**src/rtl/wave_gen.sv**
```systemverilog
// wave_gen: prescaled phase accumulator driving four selectable waveform shapes.
// {c,b} selects saw up / saw down / triangle / square; a is the run enable.
// Optional feature: define WAVE_GEN_PEAK_FLAG_EN to add the registered `peak` output.

module wave_gen #(
    parameter int unsigned WIDTH = 8,
    parameter int unsigned DIV   = 4
) (
    input  logic             clk,
    input  logic             rst,
    input  logic             a,
    input  logic             b,
    input  logic             c,
    output logic [WIDTH-1:0] wave,
    output logic             step
`ifdef WAVE_GEN_PEAK_FLAG_EN
    ,
    output logic             peak
`endif
);

    // DIV=1 would give a zero-width prescaler; keep one bit that never leaves 0.
    localparam int unsigned      PreW    = (DIV > 1) ? $clog2(DIV) : 1;
    localparam logic [PreW-1:0]  PreLast = PreW'(DIV - 1);
    localparam logic [WIDTH-1:0] Max     = '1;

    logic [PreW-1:0]  pre_q, pre_d;
    logic [WIDTH-1:0] phase_q, phase_d;
    logic             step_q, step_d;
    logic [WIDTH-1:0] tri_base;

    // State register: reset has priority over the run enable.
    always_ff @(posedge clk) begin
        if (rst) begin
            pre_q   <= '0;
            phase_q <= '0;
            step_q  <= 1'b0;
        end else begin
            pre_q   <= pre_d;
            phase_q <= phase_d;
            step_q  <= step_d;
        end
    end

    // Next state: prescaler counts enabled cycles, phase advances on its terminal count.
    always_comb begin
        pre_d   = pre_q;
        phase_d = phase_q;
        step_d  = 1'b0;
        if (a) begin
            if (pre_q == PreLast) begin
                pre_d   = '0;
                phase_d = phase_q + WIDTH'(1);
                step_d  = 1'b1;
            end else begin
                pre_d = pre_q + PreW'(1);
            end
        end
    end

    // Output shaping: combinational from registered phase and the live select.
    always_comb begin
        tri_base = {phase_q[WIDTH-2:0], 1'b0};
        wave     = '0;
        unique case ({c, b})
            2'b00: wave = phase_q;
            2'b01: wave = Max - phase_q;
            2'b10: wave = phase_q[WIDTH-1] ? (Max - tri_base) : tri_base;
            2'b11: wave = phase_q[WIDTH-1] ? Max : '0;
            default: wave = '0;
        endcase
    end

    assign step = step_q;

`ifdef WAVE_GEN_PEAK_FLAG_EN
    logic peak_q;

    // Peak flag tracks phase==MAX using the next phase so it lines up with wave.
    always_ff @(posedge clk) begin
        if (rst) begin
            peak_q <= 1'b0;
        end else if (a) begin
            peak_q <= (phase_d == Max);
        end
    end

    assign peak = peak_q;
`endif

endmodule

```
**config.mk**
```make
export PLATFORM = sky130hd
export DESIGN_NAME = wave_gen
export DESIGN_NICKNAME = d
export VERILOG_FILES = /design/src/rtl/wave_gen.sv
export SDC_FILE = /design/constraint.sdc
export NUM_CORES = 1
export LEC_CHECK = 0
export CAP_MARGIN = 0
export CORE_MARGIN = 2
export CORE_UTILIZATION = 49
export DETAILED_ROUTE_END_ITERATION = 16
export PLACE_DENSITY = 0.81
export RECOVER_POWER = 100
export SYNTH_ARGS = -nofsm -noshare
export SYNTH_HDL_FRONTEND = slang
export SYNTH_SLANG_ARGS = --single-unit
export TNS_END_PERCENT = 20
```
**constraint.sdc**
```tcl
create_clock -name clk -period 1.8 [get_ports clk]
set_input_delay 0.45 -clock clk [delete_from_list [all_inputs] [get_ports clk]]
set_output_delay 0.45 -clock clk [all_outputs]
set_load 0.01 [all_outputs]
```
==> results.md, run 1 <==
- Htree depth: 1
- R2r setup slk: 0.20 ns
- GP Congestion: 0.785
- I/O Buffers: 13
- Drt first pass iters: 3
- Clock tree buffer depth: 2
- Iteration-0 DRC Markers: 8
- Cts bufs inserted: 3
- Via count: approximately 730
- Hold WS: 0.520 ns
- # rows: 13
- Number of synthesized register bits: 11
- Seq pwr share: 0.497
- Tot GR Track Use: 0.219
- Maximum fanout along the worst path: 9
- Mapped Area: 722 um2
- Setup tns final: 0 ns
- Core Region: 0.00133 mm2
- Final setup viols: 0
- PwrDens: 511 mW/mm2
- WP data required: 1.35 ns
- Reg clk slew, reported paths: 0.07 ns
- Die ar.: approximately 0.0018 mm2
- Post-synth top flop: dfxtp_1
- Clock sinks: 11
- Worst clock skew: 0.00320 ns
- Die X-Extent: 42.4 um
- CTS Hold Bufs: 0
- Power share of the clock group: 0.330
- # DRC: 0
- Initial antenna violation count: 0
- WP data arrival: 1.30 ns
- Placed instance count: approximately 130
- CTS tree: done
- Leakage power total: 0.369 nW
- Final critical-path required period: 1.75 ns
- Nets@finish: 127
- Avg Cell Area, Syn: 7.85 um2
- HPWL Detailed: 1.24 mm
- FFs w/ async S/R, synth: 0
- Final antenna-violating net count: 0
- Post-Syn Nets: 99
- Count of pins over their slew limit: 0
- Post-route insts no fill: 134
- Post-synth EDFFs: 0
- Status: completed
- Setup bufs post-CTS: 0
- Relative slew slack: 0.742
- GR Overflow Total: 0
- Vias per cell: 5.41
- Synth cell types: 23
- Net Sw Power: 0.129 mW
- Gate count after technology mapping: 92
- CTS root buf: clkbuf_4
- CP Cell Sequence: dlygate4sd2_1 -> buf_4 -> nor3_2 -> a21oi_1 -> buf_2
- Register area share after synthesis: 0.305
- WS Path Type: in2out
- Fin crit share: 0.972
- Syn. warnings: 0
- Fmax: 572 MHz
- Combinational power share: 0.173
- Largest net degree at the start of global routing: 12
- HP Class: reg2reg
- Reg2reg end: phase_q[6]
- Syn-to-layout area delta: 36.9%
- Max-cap violations: 0
- Most common cell after layout, fill and taps aside: a21oi_1
- Final WL: approximately 1.7 mm
- RSZ-0062 raised after global routing: true
- IO Count: 14
- Switching Share: 0.256
- Core Util, Final: 0.741
- Maximum vdd ir drop: 0.451 mV
- Worst-skew pair later-pin latency: ~0.27 ns
- Hold worst-path end: pre_q[1]
- Vias in the first global route: 722
- First-pass GRT wire length: 3.06 mm
- Final Power: between 0.5 and 0.6 mW
- Routed WL per cell: around 13 um
- Most frequent cells in the layout: 12 x a21oi_1, 11 x dfxtp_1, 9 x buf_4
- Diode count: 0
- Slowest CP cell: dlygate4sd2_1
- Reg-to-Reg Start: phase_q[0]
- Die H: 42.4 um
- FF-to-FF path depth: 5
- Worst setup SP type: input port
- P_int: 0.375 mW
- Final hold vios: 0
- Starting Density: 0.541
- Worst Hold Depth: 2
- Slew @ Worst Pin: ~0.39 ns
- Share of layout cells above drive strength 1: 0.294
- CP Capture Type: output port
- Origin of the worst min-delay path: pre_q[1]
- Critical path's largest stage delay: 0.27 ns
registers in the layout (all words and copies together) (netlist names):
name and flops:
step 1, pre_q 2, phase_q 8
power groups by stage:
stage | registers [mW] | logic (mW) | clock network, mW
3_3_place_gp | 0.256 | 0.0878 | 0
5_1_grt | 0.251 | 0.0962 | 0.185
2_1_floorplan | 0.256 | 0.0464 | 0
3_5_place_dp | 0.257 | 0.0902 | 0
4_1_cts | 0.251 | 0.0864 | 0.173
6_report | 0.251 | 0.0872 | 0.167
metal layers:
| metal | GRT usage | share of wire | up-vias |
|---|---|---|---|
| li1 | - | - | 372 |
| met1 | 0.268 | 0.45 | 335 |
| met3 | 0.0259 | 0.032 | 4 |
| met5 | 0 | 0 | - |
| met2 | 0.382 | 0.51 | 14 |
| met4 | 0.0938 | 0.013 | 0 |
how the worst max path moves through the flow:
stage                     startpoint      end  slack [ns]
after floorplan                    c  wave[3]        0.12
after global routing               c  wave[3]       -0.01
after CTS                          b  wave[7]        0.02
final                              c  wave[1]        0.05
after global placement             b  wave[2]       -0.65
after detailed placement           b  wave[5]       -0.66
kinds of logic (layout without fill, tap and decap cells):
logic type                 after synthesis  after routing  synth area share
DFF                                     11             11             0.305
adders and majority gates                2              2            0.0347
muxes                                    3              3            0.0416
buffers and inverters                    7             34            0.0485
and+or+nand+nor                         41             41             0.317
xor gates and xnor gates                10             10             0.121
AOI/OAI and AO/OA                       18             18             0.132
cell usage after synthesis (3+ instances only):
library cell | instances | area (um2)
a21oi_1 | 12 | 60.1
dfxtp_1 | 11 | 220
nor2b_1 | 11 | 68.8
xnor2_1 | 8 | 70.1
nor2_1 | 6 | 22.5
nor3_1 | 6 | 30.0
nand3_1 | 5 | 25.0
clkbuf_1 | 4 | 15.0
nand2_1 | 4 | 15.0
o21ai_0 | 4 | 20.0
mux2i_1 | 3 | 30.0
or3_1 | 3 | 18.8
through the flow:
| stage | setup slack [ns] | area, um2 |
|---|---|---|
| 2_1_floorplan | 0.120 | 722 |
| 3_3_place_gp | -0.649 | 952 |
| 3_5_place_dp | -0.662 | 952 |
| 4_1_cts | 0.0242 | 997 |
| 5_1_grt | -0.0107 | 988 |
| 6_report | 0.0513 | 988 |
area by class of cell:
type / count / area (um2)
multi-input cells: 74 / 517
repair buffers: 29 / 203
flip-flops and latches: 11 / 220
inverters: 1 / 3.75
clock buffers: 4 / 26.3
well taps: 15 / 18.8
fillers: 104 / 345
worst max-delay path, delay by kind of cell:
family	cells	cell delay, ns
AO/OA/AOI/OAI	1	0.07
buffers and inverters	3	0.60
AND/OR/NAND/NOR	1	0.17
timing repair:
action,4_1_cts,5_1_grt
setup endpoints to repair,8,7
pin swaps,0,3
gates resized for setup,47,5
gates cloned,1,0
Note: power is estimated with default switching activity, not from simulation.
==> run 2, diff against run 1 <==
CAP_MARGIN = 15   (was 0)
==> results of run 2 <==
The final DEF is identical to that of run 1; final timing and power are the same.
==> run 3, diff against run 2 <==
CTS_CLUSTER_DIAMETER = 120   (was default)
==> results of run 3 <==
The final DEF is identical to that of run 1; final timing and power are the same.
